$ cat config.mk
export PLATFORM = sky130hd
export DESIGN_NAME = unit_arbiter
export DESIGN_NICKNAME = d
export VERILOG_FILES = /design/src/rtl/unit_arbiter.sv
export SDC_FILE = /design/constraint.sdc
export NUM_CORES = 1
export LEC_CHECK = 0
export ABC_AREA = 1
export CAP_MARGIN = 5
export CELL_PAD_IN_SITES_DETAIL_PLACEMENT = 1
export CELL_PAD_IN_SITES_GLOBAL_PLACEMENT = 2
export CORE_AREA = 3 3 186 188
export CTS_BUF_LIST = sky130_fd_sc_hd__clkbuf_2
export DETAILED_ROUTE_END_ITERATION = 7
export DIE_AREA = 0 0 189 191
export MAX_ROUTING_LAYER = met4
export PLACE_DENSITY_LB_ADDON = 0.1
export SLEW_MARGIN = 20
export SYNTH_ARGS = -nofsm -noshare
export SYNTH_HDL_FRONTEND = slang
export SYNTH_SLANG_ARGS = --single-unit
$ cat constraint.sdc
create_clock -name clk -period 1.8 [get_ports clk]
set_input_delay 0.45 -clock clk [delete_from_list [all_inputs] [get_ports clk]]
set_output_delay 0.45 -clock clk [all_outputs]
set_load 0.01 [all_outputs]
$ cat src/rtl/unit_arbiter.sv
// Shares the ALU and MEM units among NUM_THREADS threads, each unit with its own round-robin arbiter.
// Latency is zero: a grant, its operands and the unit result all pass through in the same cycle.
// Backpressure: th_ready stays low until the unit finishes; a granted thread holds the unit until its ready.
package unit_arbiter_pkg;
    typedef logic [1:0] unit_sel_t;
    localparam unit_sel_t SEL_NONE = 2'd0;
    localparam unit_sel_t SEL_ALU  = 2'd1;
    localparam unit_sel_t SEL_MEM  = 2'd2;
    typedef logic [7:0]  ctrl_t;
    typedef logic [31:0] word_t;
endpackage

// Round-robin arbiter for one execution unit. Its grant stays with the owner until the unit is ready.
module unit_arb_chan
    import unit_arbiter_pkg::*;
#(
    parameter int        NUM_THREADS = 2,
    parameter int        ID_W        = 1,
    parameter unit_sel_t UNIT        = SEL_ALU
) (
    input  logic                              clk,
    input  logic                              rst,
    input  unit_sel_t [NUM_THREADS-1:0]       th_sel,
    input  ctrl_t     [NUM_THREADS-1:0]       th_ctrl,
    input  word_t     [NUM_THREADS-1:0][1:0]  th_in,
    input  logic                              unit_ready,
    output logic                              unit_req,
    output ctrl_t                             unit_ctrl,
    output word_t     [1:0]                   unit_in,
    output logic      [NUM_THREADS-1:0]       ack,
    output logic      [ID_W-1:0]              owner_dbg
);
    typedef enum logic {IDLE, BUSY} state_t;

    state_t                 state, state_nxt;
    logic [ID_W-1:0]        owner, owner_nxt;
    logic [ID_W-1:0]        ptr, ptr_nxt;
    logic [ID_W-1:0]        cand;
    logic                   found;
    logic [NUM_THREADS-1:0] hit;
    int                     idx;

    function automatic logic [ID_W-1:0] wrap_inc(input logic [ID_W-1:0] x);
        return (int'(x) == NUM_THREADS - 1) ? '0 : x + 1'b1;
    endfunction

    always_comb begin
        hit = '0;
        for (int i = 0; i < NUM_THREADS; i++) begin
            hit[i] = (th_sel[i] == UNIT);
        end
    end

    // First requester at or after ptr, wrapping around.
    always_comb begin
        found = 1'b0;
        cand  = '0;
        idx   = 0;
        for (int k = 0; k < NUM_THREADS; k++) begin
            idx = int'(ptr) + k;
            if (idx >= NUM_THREADS) idx = idx - NUM_THREADS;
            if (!found && hit[idx]) begin
                found = 1'b1;
                cand  = idx[ID_W-1:0];
            end
        end
    end

    always_comb begin
        state_nxt = state;
        owner_nxt = owner;
        ptr_nxt   = ptr;
        unit_req  = 1'b0;
        unit_ctrl = '0;
        unit_in   = '0;
        ack       = '0;
        owner_dbg = owner;
        case (state)
            IDLE: begin
                if (found) begin
                    unit_req  = 1'b1;
                    unit_ctrl = th_ctrl[cand];
                    unit_in   = th_in[cand];
                    owner_dbg = cand;
                    owner_nxt = cand;
                    if (unit_ready) begin
                        ack[cand] = 1'b1;
                        ptr_nxt   = wrap_inc(cand);
                    end else begin
                        state_nxt = BUSY;
                    end
                end
            end
            BUSY: begin
                // An owner that stops selecting this unit has been reset; release without advancing ptr.
                if (!hit[owner]) begin
                    state_nxt = IDLE;
                end else begin
                    unit_req  = 1'b1;
                    unit_ctrl = th_ctrl[owner];
                    unit_in   = th_in[owner];
                    if (unit_ready) begin
                        ack[owner] = 1'b1;
                        ptr_nxt    = wrap_inc(owner);
                        state_nxt  = IDLE;
                    end
                end
            end
            default: state_nxt = IDLE;
        endcase
    end

    always_ff @(posedge clk or negedge rst) begin
        if (!rst) begin
            state <= IDLE;
            owner <= '0;
            ptr   <= '0;
        end else begin
            state <= state_nxt;
            owner <= owner_nxt;
            ptr   <= ptr_nxt;
        end
    end
endmodule

module unit_arbiter
    import unit_arbiter_pkg::*;
#(
    parameter int   NUM_THREADS = 2,
    localparam int  ID_W        = $clog2(NUM_THREADS)
) (
    input  logic                              clk,
    input  logic                              rst,
    input  unit_sel_t [NUM_THREADS-1:0]       th_sel,
    input  ctrl_t     [NUM_THREADS-1:0]       th_ctrl,
    input  word_t     [NUM_THREADS-1:0][1:0]  th_in,
    output word_t     [NUM_THREADS-1:0]       th_out,
    output logic      [NUM_THREADS-1:0]       th_ready,
    output logic                              alu_req,
    output ctrl_t                             alu_ctrl,
    output word_t     [1:0]                   alu_in,
    input  word_t                             alu_out,
    input  logic                              alu_ready,
    output logic                              mem_req,
    output ctrl_t                             mem_ctrl,
    output word_t     [1:0]                   mem_in,
    input  word_t                             mem_out,
    input  logic                              mem_ready,
    output logic      [ID_W-1:0]              alu_owner,
    output logic      [ID_W-1:0]              mem_owner
);
    logic [NUM_THREADS-1:0] alu_ack;
    logic [NUM_THREADS-1:0] mem_ack;

    unit_arb_chan #(.NUM_THREADS(NUM_THREADS), .ID_W(ID_W), .UNIT(SEL_ALU)) u_alu_arb (
        .clk(clk), .rst(rst), .th_sel(th_sel), .th_ctrl(th_ctrl), .th_in(th_in),
        .unit_ready(alu_ready), .unit_req(alu_req), .unit_ctrl(alu_ctrl), .unit_in(alu_in),
        .ack(alu_ack), .owner_dbg(alu_owner)
    );

    unit_arb_chan #(.NUM_THREADS(NUM_THREADS), .ID_W(ID_W), .UNIT(SEL_MEM)) u_mem_arb (
        .clk(clk), .rst(rst), .th_sel(th_sel), .th_ctrl(th_ctrl), .th_in(th_in),
        .unit_ready(mem_ready), .unit_req(mem_req), .unit_ctrl(mem_ctrl), .unit_in(mem_in),
        .ack(mem_ack), .owner_dbg(mem_owner)
    );

    // Unknown select encodings fall through as NONE: ready with a zero result.
    always_comb begin
        th_ready = '1;
        th_out   = '0;
        for (int i = 0; i < NUM_THREADS; i++) begin
            if (th_sel[i] == SEL_ALU) begin
                th_ready[i] = alu_ack[i];
                if (alu_ack[i]) th_out[i] = alu_out;
            end else if (th_sel[i] == SEL_MEM) begin
                th_ready[i] = mem_ack[i];
                if (mem_ack[i]) th_out[i] = mem_out;
            end
        end
    end
endmodule

==> results.sh <==
export IMPL_outcome="finished with violations"
export IMPL_violations="setup timing"
export IMPL_syn_mean_instance_area_sq_um=4.74
export IMPL_combPwrFrac_pct=94.2
export IMPL_path_class="in -> out"
export IMPL_clock_path_buffers=2
export IMPL_die_y_um=191
export IMPL_slew_viol_final=0
export IMPL_yosysUniqueCellTypes=24
export IMPL_core_sq_um=33300
export IMPL_ys_ff_latch=6
export IMPL_synth_common_cells="nand2_1, o21ai_0, nand3_1, inv_1"
export IMPL_p_sw_share_pct=46.0
export IMPL_nets=1496
export IMPL_cp_required_ns=1.35
export IMPL_cts_tree="built"
export IMPL_routedWlPerCell_um=20.0
export IMPL_synth_area_top_cells="nand2_1, o21ai_0, nand3_1, inv_1, dfrtp_1"
export IMPL_grt_usage_pct=17.3
export IMPL_worstPathArrival_ns=1.93
export IMPL_end_kind="primary output"
export IMPL_whs_ns=0.466
export IMPL_p_int_mw=2.58
export IMPL_yosys_warnings=0
export IMPL_ir_drop_mv=0.127
export IMPL_avgViaCountPerCell=4.07
export IMPL_grt_max_degree=34
export IMPL_numCtsBuffers=3
export IMPL_drt_iter0_drc=102
export IMPL_power_share_sequential_pct=3.8
export IMPL_fmax_mhz=420
export IMPL_synth_ff_type="dfrtp_1"
export IMPL_start_util_pct=9.86
export IMPL_worst_slew_pin_slew_ns=0.351
export IMPL_num_rows=67
export IMPL_cts_root_buf="clkbuf_2"
export IMPL_critPathLaunchType="input port"
export IMPL_io_buffers=429
export IMPL_min_period_ns=2.38
export IMPL_synthArstFlopShare_pct=100
export IMPL_period_share_pct=132
export IMPL_dr_pass1_iters=4
export IMPL_hold_path_class="in -> async"
export IMPL_seq_area_sq_um=153
export IMPL_yosysSeqAreaShare_pct=4.57
export IMPL_crit_fanout=8
export IMPL_cellPowerDensity_nw_per_um2=418
export IMPL_die_area_sq_um=36100
export IMPL_drive_gt1_share_pct=59.5
export IMPL_fillers=3998
export IMPL_multi_input_area_sq_um=3950
export IMPL_die_w_um=189
export IMPL_postRouteAntennaNets=0
export IMPL_dp_hpwl_um=24100
export IMPL_clk_latency_ns=0.23
export IMPL_grt_pass1_wl_um=46800
export IMPL_vias=7038
export IMPL_relSlewSlack_pct=76.6
export IMPL_rsz0062_at_grt="yes"
export IMPL_htree_levels=1
export IMPL_antenna_found_initial=2
export IMPL_drt_wl_total_um=34600
export IMPL_p_sw_mw=2.20
export IMPL_gp_congestion=0.753
export IMPL_cts_clk_slew_worst_paths_ns=0.06
export IMPL_syn_num_nets=908
export IMPL_netlist_area_sq_um=3280
export IMPL_skew_ns=0.0000667
export IMPL_synth_edff_count=0
export IMPL_grt_ovfl_total=0
export IMPL_synth_cells=692
export IMPL_drc=0
export IMPL_area_delta_synth_final_pct=248
export IMPL_synth_top_area_share_pct=31.0
export IMPL_yosysMostFrequentCell="nand2_1"
export IMPL_finalInstanceArea_sq_um=11400
export IMPL_dpl_cell_area_sq_um=8930
export IMPL_num_io_pins=430
export IMPL_clock_sinks=6
export IMPL_synth_top_area_cell="nand2_1"
export IMPL_hold_viol=0
export IMPL_worst_slack_ns=-0.579
export IMPL_maxCapViolCount=0
export IMPL_setup_viol=215
export IMPL_grt_pass1_vias=7510
export IMPL_clockPowerShare_pct=2.0
export IMPL_leakage_nw=5.44
## cells by family after synthesis
family / count (synthesis) / synth area share [%]
simple gates: 386 / 48.9
compound gates: 159 / 26.5
buf+inv: 141 / 20.1
flops: 6 / 4.57
## power groups by stage
stage	clock (mW)	sequential, mW	combinational, mW
after floorplan	0	0.175	1.21
after global placement	0	0.180	3.40
after detailed placement	0	0.179	3.37
after CTS	0.0992	0.180	4.01
after global routing	0.108	0.185	4.83
final	0.0959	0.182	4.50
## routing by layer
layer  track usage, %  part of all wire [%]  up-vias
li1                 -                     -     3424
met1             18.0                    37     3310
met2             32.9                    54      279
met3             5.32                   8.2       25
met4             2.43                   1.6        0
met5                -                     0        -
## critical path, stage by stage
cell	delay [ns]
buf_8	0.10
buf_6	0.12
inv_12	0.05
nand2_8	0.05
o21ai_4	0.22
nand2_4	0.10
nand2_8	0.10
buf_6	0.12
buf_12	0.11
buf_16	0.12
buf_12	0.13
nand2_1	0.06
o21ai_2	0.05
buf_2	0.14
## stage by stage
step                total power [mW]  setup WS, ns  TNS, ns  util, %  cells
floorplan                       1.39       -0.0303   -0.782        -    692
global placement                3.58         -1.34  -261.84     26.8   1588
detailed placement              3.55         -1.36  -267.63     26.8   1588
CTS                             4.28        -0.783  -107.69     30.6   1695
global route                    5.12        -0.671  -110.82     34.3   1728
finish                          4.78        -0.579   -93.33     34.3   1728
## final cells by class
class	instances	area share (%)
inverters	87	3.09
well taps	448	4.90
multi-input cells	545	34.5
repair buffers	637	55.9
diodes	2	0.0438
clock buffers	3	0.131
flip-flops and latches	6	1.34
## cell usage in the layout (no fill, tap or decap)
cell type        netlist  final
nand2_4                0     28
nor2_4                 1      3
clkinv_2               0      1
clkbuf_2               0      3
nor3_4                 0      1
o21bai_4               1      1
buf_6                 11    145
o21ai_4                1      6
buf_2                 13    126
o22ai_2                0      2
diode_2                0      2
nand3_4                0     21
nor2_2                 1      1
o21ai_1               16     34
dfrtp_1                6      4
a21oi_2                0      1
inv_12                 0      1
nand4_1                2      2
clkdlybuf4s50_1        0    210
and2_4                 0      1
o22ai_4                0      1
nand3_1              101     26
o21ai_0              122     12
nand3_2                0     54
buf_16                 0      5
a21oi_1                4      3
nand2_2                4     94
inv_8                  0      1
nor2_1                 4      2
inv_2                  8      7
buf_8                  0     20
nand2_8                0      4
buf_12                 0     36
nand2_1              271    149
inv_1                 79     75
buf_4                  8     86
inv_4                  0      2
o21ai_2               12     99
dfrtp_2                0      2
clkbuf_16              0      9
## registers in the layout, summed over array words and instances (netlist names)
register and count:
u_alu_arb.owner 1, u_alu_arb.ptr 1, u_alu_arb.state 1, u_mem_arb.owner 1, u_mem_arb.ptr 1, u_mem_arb.state 1
## path summary, 6_finish.rpt
check                      depth (start not counted)            start               to  slack [ns]
min reg2reg                                        2    u_alu_arb.ptr    u_alu_arb.ptr        0.53
max in group asynchronous                          1              rst  u_alu_arb.state        1.06
min                                                1              rst    u_mem_arb.ptr        0.47
max                                               14        th_sel[1]       alu_in[50]       -0.58
max reg2reg                                       12  u_mem_arb.owner  u_mem_arb.state       -0.04
min in group clk                                   2    u_alu_arb.ptr    u_alu_arb.ptr        0.53
## what timing repair did
item                       4_1_cts  5_1_grt
hold buffers                     0        0
setup endpoints to repair      216      216
setup buffers                   92       51
gates resized for setup       1145      429
gates cloned                    12       11
pin swaps                       39       60
Power figures use the tool's default switching activity.
